$ cat src/rtl/song_pkg.sv
// Shared types, constants and the note-to-terminal-count lookup for the song sequencer.
package song_pkg;

  localparam int unsigned DUR_W  = 12;
  localparam int unsigned HP_W   = 17;
  localparam int unsigned IDX_W  = 5;
  localparam int unsigned CODE_W = 4;

  // Note codes; REST plays silence.
  typedef enum logic [CODE_W-1:0] {
    REST = 4'd0,
    G4   = 4'd1,
    A4   = 4'd2,
    B4   = 4'd3,
    C5   = 4'd4,
    D5   = 4'd5,
    E5   = 4'd6,
    F5   = 4'd7,
    G5   = 4'd8
  } note_e;

  // Tone-divider terminal counts at 100 MHz.
  localparam logic [HP_W-1:0] HP_G4 = 17'd127_551;
  localparam logic [HP_W-1:0] HP_A4 = 17'd113_636;
  localparam logic [HP_W-1:0] HP_B4 = 17'd101_239;
  localparam logic [HP_W-1:0] HP_C5 = 17'd95_556;
  localparam logic [HP_W-1:0] HP_D5 = 17'd85_131;
  localparam logic [HP_W-1:0] HP_E5 = 17'd75_844;
  localparam logic [HP_W-1:0] HP_F5 = 17'd71_586;
  localparam logic [HP_W-1:0] HP_G5 = 17'd63_776;

  typedef enum logic [2:0] {
    IDLE = 3'd0,
    LOAD = 3'd1,
    PLAY = 3'd2,
    GAP  = 3'd3,
    DONE = 3'd4
  } state_e;

  // One ROM word: note code plus its duration in ms.
  typedef struct packed {
    note_e            code;
    logic [DUR_W-1:0] dur_ms;
  } rom_entry_t;

  // Map a note code to the tone-divider terminal count; REST and unknown codes give 0.
  function automatic logic [HP_W-1:0] half_period_of(input note_e code);
    case (code)
      G4:      return HP_G4;
      A4:      return HP_A4;
      B4:      return HP_B4;
      C5:      return HP_C5;
      D5:      return HP_D5;
      E5:      return HP_E5;
      F5:      return HP_F5;
      G5:      return HP_G5;
      default: return '0;
    endcase
  endfunction

endpackage

$ cat src/rtl/song_rom.sv
// Combinational song table: Happy Birthday in C, four phrases.
module song_rom
  import song_pkg::*;
(
  input  logic [IDX_W-1:0] addr_i,
  output rom_entry_t       entry_c_o
);

  // Table lookup; out-of-range addresses read as a zero-length rest.
  always_comb begin
    entry_c_o = '{code: REST, dur_ms: 12'd0};
    case (addr_i)
      5'd0:  entry_c_o = '{code: G4, dur_ms: 12'd250};
      5'd1:  entry_c_o = '{code: G4, dur_ms: 12'd250};
      5'd2:  entry_c_o = '{code: A4, dur_ms: 12'd500};
      5'd3:  entry_c_o = '{code: G4, dur_ms: 12'd500};
      5'd4:  entry_c_o = '{code: C5, dur_ms: 12'd500};
      5'd5:  entry_c_o = '{code: B4, dur_ms: 12'd1000};
      5'd6:  entry_c_o = '{code: G4, dur_ms: 12'd250};
      5'd7:  entry_c_o = '{code: G4, dur_ms: 12'd250};
      5'd8:  entry_c_o = '{code: A4, dur_ms: 12'd500};
      5'd9:  entry_c_o = '{code: G4, dur_ms: 12'd500};
      5'd10: entry_c_o = '{code: D5, dur_ms: 12'd500};
      5'd11: entry_c_o = '{code: C5, dur_ms: 12'd1000};
      5'd12: entry_c_o = '{code: G4, dur_ms: 12'd250};
      5'd13: entry_c_o = '{code: G4, dur_ms: 12'd250};
      5'd14: entry_c_o = '{code: G5, dur_ms: 12'd500};
      5'd15: entry_c_o = '{code: E5, dur_ms: 12'd500};
      5'd16: entry_c_o = '{code: C5, dur_ms: 12'd500};
      5'd17: entry_c_o = '{code: B4, dur_ms: 12'd500};
      5'd18: entry_c_o = '{code: A4, dur_ms: 12'd1000};
      5'd19: entry_c_o = '{code: F5, dur_ms: 12'd250};
      5'd20: entry_c_o = '{code: F5, dur_ms: 12'd250};
      5'd21: entry_c_o = '{code: E5, dur_ms: 12'd500};
      5'd22: entry_c_o = '{code: C5, dur_ms: 12'd500};
      5'd23: entry_c_o = '{code: D5, dur_ms: 12'd500};
      5'd24: entry_c_o = '{code: C5, dur_ms: 12'd1000};
      default: ;
    endcase
  end

endmodule

$ cat src/rtl/song_sequencer.sv
// Plays the song ROM note by note: LOAD latches a note, PLAY holds it for its duration,
// GAP inserts a fixed silence, DONE pulses once at the end of the song.
module song_sequencer
  import song_pkg::*;
#(
  parameter int unsigned MS_DIV   = 100_000,
  parameter int unsigned GAP_MS   = 50,
  parameter int unsigned SONG_LEN = 25
) (
  input  logic            clk,
  input  logic            rst,
  input  logic            start,
  input  logic            stop,
  output logic            busy,
  output logic            done,
  output logic            note_en,
  output logic [HP_W-1:0] half_period,
  output logic [IDX_W-1:0] note_idx
);

  localparam int unsigned PRE_W   = $clog2(MS_DIV + 1);
  localparam int unsigned GAP_EFF = (GAP_MS == 0) ? 1 : GAP_MS;
  localparam logic [PRE_W-1:0] PRE_LAST = PRE_W'(MS_DIV - 1);
  localparam logic [DUR_W-1:0] GAP_LAST = DUR_W'(GAP_EFF - 1);
  localparam logic [IDX_W-1:0] IDX_LAST = IDX_W'(SONG_LEN - 1);

  state_e            state_q, state_d;
  logic [PRE_W-1:0]  pre_q, pre_d;
  logic [DUR_W-1:0]  ms_q, ms_d;
  logic [IDX_W-1:0]  idx_q, idx_d;
  note_e             code_q, code_d;
  logic [DUR_W-1:0]  dur_q, dur_d;
  logic [HP_W-1:0]   half_q, half_d;
  logic              busy_q, busy_d;
  logic              done_q, done_d;
  logic              note_en_q, note_en_d;

  rom_entry_t        rom_entry;
  logic              ms_tick;
  logic [DUR_W-1:0]  play_last;

  song_rom u_rom (
    .addr_i    (idx_q),
    .entry_c_o (rom_entry)
  );

  // State and output registers with synchronous reset.
  always_ff @(posedge clk) begin
    if (rst) begin
      state_q   <= IDLE;
      pre_q     <= '0;
      ms_q      <= '0;
      idx_q     <= '0;
      code_q    <= REST;
      dur_q     <= '0;
      half_q    <= '0;
      busy_q    <= 1'b0;
      done_q    <= 1'b0;
      note_en_q <= 1'b0;
    end else begin
      state_q   <= state_d;
      pre_q     <= pre_d;
      ms_q      <= ms_d;
      idx_q     <= idx_d;
      code_q    <= code_d;
      dur_q     <= dur_d;
      half_q    <= half_d;
      busy_q    <= busy_d;
      done_q    <= done_d;
      note_en_q <= note_en_d;
    end
  end

  // Next-state, timing counters and registered-output decode.
  always_comb begin
    state_d   = state_q;
    pre_d     = pre_q;
    ms_d      = ms_q;
    idx_d     = idx_q;
    code_d    = code_q;
    dur_d     = dur_q;
    half_d    = half_q;
    ms_tick   = (pre_q == PRE_LAST);
    play_last = (dur_q == '0) ? '0 : dur_q - DUR_W'(1);

    case (state_q)
      IDLE: begin
        if (start && !stop) begin
          state_d = LOAD;
          idx_d   = '0;
        end
      end
      LOAD: begin
        code_d  = rom_entry.code;
        dur_d   = rom_entry.dur_ms;
        half_d  = half_period_of(rom_entry.code);
        pre_d   = '0;
        ms_d    = '0;
        state_d = PLAY;
      end
      PLAY: begin
        if (ms_tick) begin
          pre_d = '0;
          if (ms_q == play_last) begin
            ms_d    = '0;
            state_d = GAP;
          end else begin
            ms_d = ms_q + DUR_W'(1);
          end
        end else begin
          pre_d = pre_q + PRE_W'(1);
        end
      end
      GAP: begin
        if (ms_tick) begin
          pre_d = '0;
          if (ms_q == GAP_LAST) begin
            ms_d = '0;
            if (idx_q == IDX_LAST) begin
              state_d = DONE;
            end else begin
              idx_d   = idx_q + IDX_W'(1);
              state_d = LOAD;
            end
          end else begin
            ms_d = ms_q + DUR_W'(1);
          end
        end else begin
          pre_d = pre_q + PRE_W'(1);
        end
      end
      DONE:    state_d = IDLE;
      default: state_d = IDLE;
    endcase

    // Abort takes effect from any active state.
    if (stop && (state_q != IDLE)) begin
      state_d = IDLE;
      pre_d   = '0;
      ms_d    = '0;
    end

    busy_d    = (state_d != IDLE);
    done_d    = (state_d == DONE);
    // Tone stays on through the final PLAY cycle and drops one cycle after leaving PLAY,
    // except on abort where it drops immediately.
    note_en_d = (state_q == PLAY) && (state_d != IDLE) && (code_q != REST);
  end

  assign busy        = busy_q;
  assign done        = done_q;
  assign note_en     = note_en_q;
  assign half_period = half_q;
  assign note_idx    = idx_q;

endmodule

$ cat config.mk
export PLATFORM = sky130hd
export DESIGN_NAME = song_sequencer
export DESIGN_NICKNAME = d
export VERILOG_FILES = /design/src/rtl/song_pkg.sv /design/src/rtl/song_rom.sv /design/src/rtl/song_sequencer.sv
export SDC_FILE = /design/constraint.sdc
export NUM_CORES = 1
export LEC_CHECK = 0
export ABC_AREA = 1
export BUFFER_PORTS_ARGS = -buffer_cell sky130_fd_sc_hd__buf_2
export CAP_MARGIN = 30
export CORE_ASPECT_RATIO = 0.6
export CORE_MARGIN = 3
export CORE_UTILIZATION = 60
export CTS_BUF_LIST = sky130_fd_sc_hd__clkbuf_2
export CTS_CLUSTER_SIZE = 40
export DETAILED_ROUTE_END_ITERATION = 6
export PLACE_DENSITY = 0.81
export SLEW_MARGIN = 20
export SYNTH_ARGS = -nofsm -noshare
export SYNTH_HDL_FRONTEND = slang
export SYNTH_SLANG_ARGS = --single-unit
$ cat constraint.sdc
create_clock -name clk -period 5.6 [get_ports clk]
set_input_delay 0.84 -clock clk [delete_from_list [all_inputs] [get_ports clk]]
set_output_delay 0.84 -clock clk [all_outputs]
set_load 0.01 [all_outputs]
* Yosys cells after proc, flatten, opt, wreduce, memory -nomap -nowiden
Memory sizes are Yosys's and may differ from the RTL's. A register that Yosys moved wholly into a read port is not among the register bits.
Index checks and enable logic that the tools add are counted.
** Word-level totals
- Register bits after elaboration :: 56
- ROM bits :: 272
- Logic and storage cells :: 98
- Memories kept :: 1
** Cells by class
- Add/subtract/negate cells :: 4
- Equal/unequal tests :: 36
- Multiplexer cells :: 22
- Reductions and logical operators :: 26
** Memory list
- (no name shown) :: depth 16, width 17, rd ports 1, clocked after memory_dff 1, wr ports 0, RTL line song_pkg.sv:48 : case (code)
** Operator list (number)
- $pmux 16 s12 :: 1
- $mux 12 :: 5
- $eq 5x5->1 const B :: 9
- $eq 5x4->1 const B :: 8
- $pmux 12 s3 :: 1
- $pmux 17 s2 :: 1
- $mux 3 :: 7
- $eq 5x3->1 const B :: 4
- $mux 5 :: 4
- $add 17x1->17 const B :: 1
- $eq 17x17->1 const B :: 1
- $mux 17 :: 1
- $reduce_or 2->1 :: 8
- $add 12x1->12 const B :: 1
- $eq 12x12->1 :: 1
- $eq 12x6->1 const B :: 1
- $logic_not 12->1 :: 1
- $pmux 3 s4 :: 1
- $sub 12x1->12 const B :: 1
- $eq 5x2->1 const B :: 2
- $ne 2x2->1 const B :: 5
- $pmux 5 s2 :: 1
- $reduce_bool 3->1 :: 3
- $eq 3x2->1 const B :: 2
- 14 further kinds :: 18

* Depth between registers and ports, before layout
- Depth in word-level cells :: 10
- Depth in mapped cells :: 17
- Mapped depth without buffers :: 16

* Hierarchy
A second synthesis with hierarchy kept.
** Unflattened totals
- Cells, all modules :: 668
- Area total of the unflattened synthesis :: 4404.2 um^2
** Modules (own cells, without submodules)
- song_sequencer :: times used 1, cells each 579, area each 4002.6 um^2
- song_rom :: times used 1, cells each 89, area each 401.6 um^2

* Worst setup path before layout
Ideal clock, no wire load.
- Path kind :: flip-flop to flip-flop
- From :: reg idx_q[0] (netlist: note_idx[0])
- To :: reg half_q[5] (netlist: half_period[5])
- Library setup time :: 0.109 ns
- Data arrival time :: 2.070 ns
- Setup slack :: 3.421 ns
- Stages on the path, launching flop included :: 16
- Path buffers :: 0
- Cells stage by stage :: dfxtp_1 > inv_1 > ha_1 > nand2_1 > nand2_1 > nand2_1 > o21ai_1 > nor3_2 > inv_2 > ha_1 > inv_1 > nand2_1 > nand3_1 > nand3_1 > nand2_1 > inv_1
** RTL lines
- start, declared :: RTL line song_sequencer.sv:30 : logic [IDX_W-1:0] idx_q, idx_d;
- start signal, assigned :: RTL line song_sequencer.sv:64 : idx_q <= idx_d;
- end, declared :: RTL line song_sequencer.sv:33 : logic [HP_W-1:0] half_q, half_d;

* Worst setup path in the final report
- From :: reg pre_q[0]
- To :: reg pre_q[16]
** On the way
- Longest elaborated chain between the ends :: 3
** RTL lines
- start, declared :: RTL line song_sequencer.sv:28 : logic [PRE_W-1:0] pre_q, pre_d;
- start signal, assigned :: RTL line song_sequencer.sv:62 : pre_q <= pre_d;
- $add 17x1->17 / $eq 17x17->1 (equally long branches) :: RTL line song_sequencer.sv:111, song_sequencer.sv:129, song_sequencer.sv:83
- $mux 17 (*) :: RTL line song_sequencer.sv:102, song_sequencer.sv:115
- $pmux 17 s2 (*) :: RTL line song_sequencer.sv:86 : case (state_q)
Every way passes the cells marked *; elsewhere a longest branch is shown, timed or not.
A chain may end at the register's enable or synchronous reset.

==> impl_metrics.json <==
{
  "status": "finished, final reports clean",
  "crit_fanout": 14,
  "coreArea_sq_um": 6760,
  "avgSynthCellArea_sq_um": 6.48,
  "cts_buffer_depth": 2,
  "die_w_um": 114,
  "p_clk_share_pct": 22.4,
  "switching_share_pct": 35.9,
  "path_clk_slew_ns": 0.17,
  "pwr-share-seq_pct": 52.1,
  "cts_sinks": 68,
  "power.leakage_nw": 2.12,
  "synth_cell_types": 47,
  "crit_path_max_incr_delay_ns": 0.71,
  "whs_endpoint": "pre_q[16]$_SDFFE_PP0P_",
  "holdWs_ns": 0.463,
  "antenna_found_initial": 0,
  "hold_violations": 0,
  "cap_violations": 0,
  "synthArstFlopShare_pct": 0,
  "p_comb_share_pct": 25.5,
  "syn-cell-area_sq_um": 4230,
  "hp-class": "register to register",
  "ys_seq_area_share_pct": 32.2,
  "nets": 697,
  "cts_tree": "yes",
  "holdPathStages": 1,
  "path_cells": "ha_1 > nand3_1 > nor2_1 > nand3_1 > inv_1 > nor2_1 > nor2_1 > nor2_1 > o21ai_0 > a21oi_1",
  "cts_buffers": 9,
  "ys.warnings.count": 0,
  "grtUsageTotal_pct": 27.3,
  "drv_slew": 0,
  "drive_above_1_share_pct": 10.9,
  "post_cts_buffers": 0,
  "cts_hold_buf": 0,
  "clk_latency_ns": 0.52,
  "area_growth_pct": 5.98,
  "crit_buf_inv": 1,
  "wl_per_cell_um": 13.9,
  "critPathLaunchType": "register",
  "grt_pass1_vias": 3817,
  "h-tree-depth": 3,
  "antenna_cells": 0,
  "cts_root_buf": "clkbuf_2",
  "die_h_um": 71.0,
  "worstSetupPathType": "register to register",
  "pin_count": 29,
  "final.period_utilization_pct": 51.5,
  "synth-main-ff-cell": "dfxtp_1",
  "power_mw": 0.976,
  "cp.required_ns": 6.06,
  "grt_max_degree": 26,
  "critPathArrivalTime_ns": 3.34,
  "portBuffers": 28,
  "overflow": 0,
  "synth_top_area_share_pct": 32.2,
  "min_period_ns": 2.88,
  "setup-tns-final_ns": 0,
  "syn_inst": 652,
  "rr_worst_depth": 10,
  "setup_viol_count_final": 0,
  "critical_path.slowest_cell": "nor2_1",
  "rr_endpoint": "pre_q[16]$_SDFFE_PP0P_",
  "power_density_nw_per_um2": 218,
  "drc": 0,
  "p_int_mw": 0.625,
  "synth_edf_count": 0,
  "max_slew_margin_pct": 37.1,
  "cp_common_cell": "nor2_1",
  "vias_per_cell": 5.67,
  "finish.utilization_pct": 66.2,
  "ys_ff_latch": 68,
  "yosys.area.top_type": "dfxtp_1",
  "netSwitchingPower_mw": 0.351,
  "fmax_mhz": 347,
  "ff2ff_setup_slack_ns": 2.72,
  "r2r-start": "pre_q[0]$_SDFFE_PP0P_",
  "dp_hpwl_um": 8090,
  "clock_skew_ns": 0.0147,
  "holdCritStartpoint": "pre_q[16]$_SDFFE_PP0P_",
  "drtIter0Drc": 586,
  "max_slew.worst_pin.slew_ns": 0.939,
  "post_cts_resized": 0,
  "rows": 23,
  "path_delay_family": "simple AND/OR/NAND/NOR gates",
  "vias": 4350,
  "fillCellCount": 633,
  "dieArea_sq_um": 8120,
  "vdd_ir_drop_max_v": 0.000129,
  "gp_congestion": 0.926,
  "firstDrtPassIters": 5,
  "rsz0062_at_grt": "no",
  "routed_wl_um": 10700,
  "start_util_pct": 62.5,
  "end_kind": "register",
  "synth_nets": 671,
  "final_antenna_net_count": 0,
  "synth.top_cells.by_area": "dfxtp_1 (32%), nand2_1 (17%), inv_1 (7.8%), nand3_1 (6.5%), nor2_1 (5.5%)",
  "grt_pass1_wl_um": 17900
}
[Yosys cell counts, types with 2 or more instances]
master / instances
buf_6: 2
nand3_1: 55
inv_4: 2
a21oi_1: 40
nand2_2: 2
inv_2: 6
nand3b_1: 2
nor3_2: 3
nand4_1: 21
nand2_1: 186
ha_1: 15
xor2_1: 11
nor2_1: 62
nor2_4: 2
a31oi_1: 4
xnor2_1: 2
nor4_1: 4
dfxtp_1: 68
clkbuf_1: 10
buf_4: 2
a221oi_1: 2
a211oi_1: 4
o21ai_0: 18
nor3_1: 8
nor2_2: 8
o211ai_1: 5
inv_1: 88
[worst reg2reg max path, cell delays in order, from the launching register on]
cell and delay, ns:
dfxtp_1 0.38, ha_1 0.24, nand3_1 0.13, nor2_1 0.08, nand3_1 0.15, inv_1 0.05
nor2_1 0.71, nor2_1 0.16, nor2_1 0.58, o21ai_0 0.19, a21oi_1 0.15
[placed cells by master, fill, tap and decap left out, types with 9 or more instances in the layout]
master	instances
xor2_1	11
clkbuf_2	9
o21ai_0	18
nand2_1	186
nand3_1	55
dfxtp_1	68
inv_1	88
nor2_1	62
a21oi_1	40
buf_2	28
ha_1	15
nand4_1	21
[how the worst max path moves through the flow]
stage               slack [ns]                          end  cells past startpoint                startpoint
floorplan                 3.42  half_period[5]$_SDFFE_PP0P_                     15  note_idx[0]$_SDFFE_PP0P_
global placement          2.31       pre_q[16]$_SDFFE_PP0P_                      6                       rst
detailed placement        2.13       pre_q[16]$_SDFFE_PP0P_                      6                       rst
CTS                       2.52       pre_q[16]$_SDFFE_PP0P_                      7     state_q[2]$_SDFF_PP0_
global route              2.45       pre_q[16]$_SDFFE_PP0P_                     10     pre_q[0]$_SDFFE_PP0P_
finish                    2.72       pre_q[16]$_SDFFE_PP0P_                     10     pre_q[0]$_SDFFE_PP0P_
[kinds of logic (layout without fill, tap and decap cells)]
family	Yosys count	in the layout	synth area share, %
buffers and inverters	113	141	10.7
and+or+nand+nor	360	360	38.5
xor gates and xnor gates	13	13	2.69
AOI/OAI and AO/OA	83	83	11.5
adders and majority gates	15	15	4.44
DFF	68	68	32.2
[power groups by stage]
stage	clock [mW]	sequential, mW	combinational, mW
2_1_floorplan	0	0.521	0.184
3_3_place_gp	0	0.518	0.234
3_5_place_dp	0	0.518	0.241
4_1_cts	0.225	0.508	0.242
5_1_grt	0.248	0.511	0.282
6_report	0.219	0.508	0.249
[per-stage QoR]
| stage | worst slack (ns) | cell area [sq um] | cells |
|---|---|---|---|
| floorplan | 3.42 | 4230 | 652 |
| global placement | 2.31 | 4410 | 753 |
| detailed placement | 2.13 | 4410 | 753 |
| CTS | 2.52 | 4470 | 766 |
| global route | 2.45 | 4480 | 767 |
| finish | 2.72 | 4480 | 767 |
[state kept, by name (all words and copies together), names as in the netlist]
| register | flops |
|---|---|
| half_period | 17 |
| pre_q | 17 |
| ms_q | 12 |
| dur_q | 7 |
| note_idx | 5 |
| code_q | 4 |
| state_q | 3 |
| busy | 1 |
| done | 1 |
| note_en | 1 |
[routing by layer]
metal	vias to the layer above	track usage, %	share of wire [%]
met5	-	0	0
met4	0	5.27	0.61
met3	9	7.95	9.0
met2	190	38.5	40
met1	1989	41.4	50
li1	2162	-	-
[final cells by class]
cell class,instances,area [sq um],area share (%)
clock inverters,4,20.0,0.447
inverters,97,369,8.24
flip-flops and latches,68,1360,30.4
clock buffers,9,45.0,1.01
multi-input cells,471,2410,53.9
well taps,87,109,2.43
repair buffers,31,163,3.63
No activity file was read; power rests on OpenSTA's default activity.
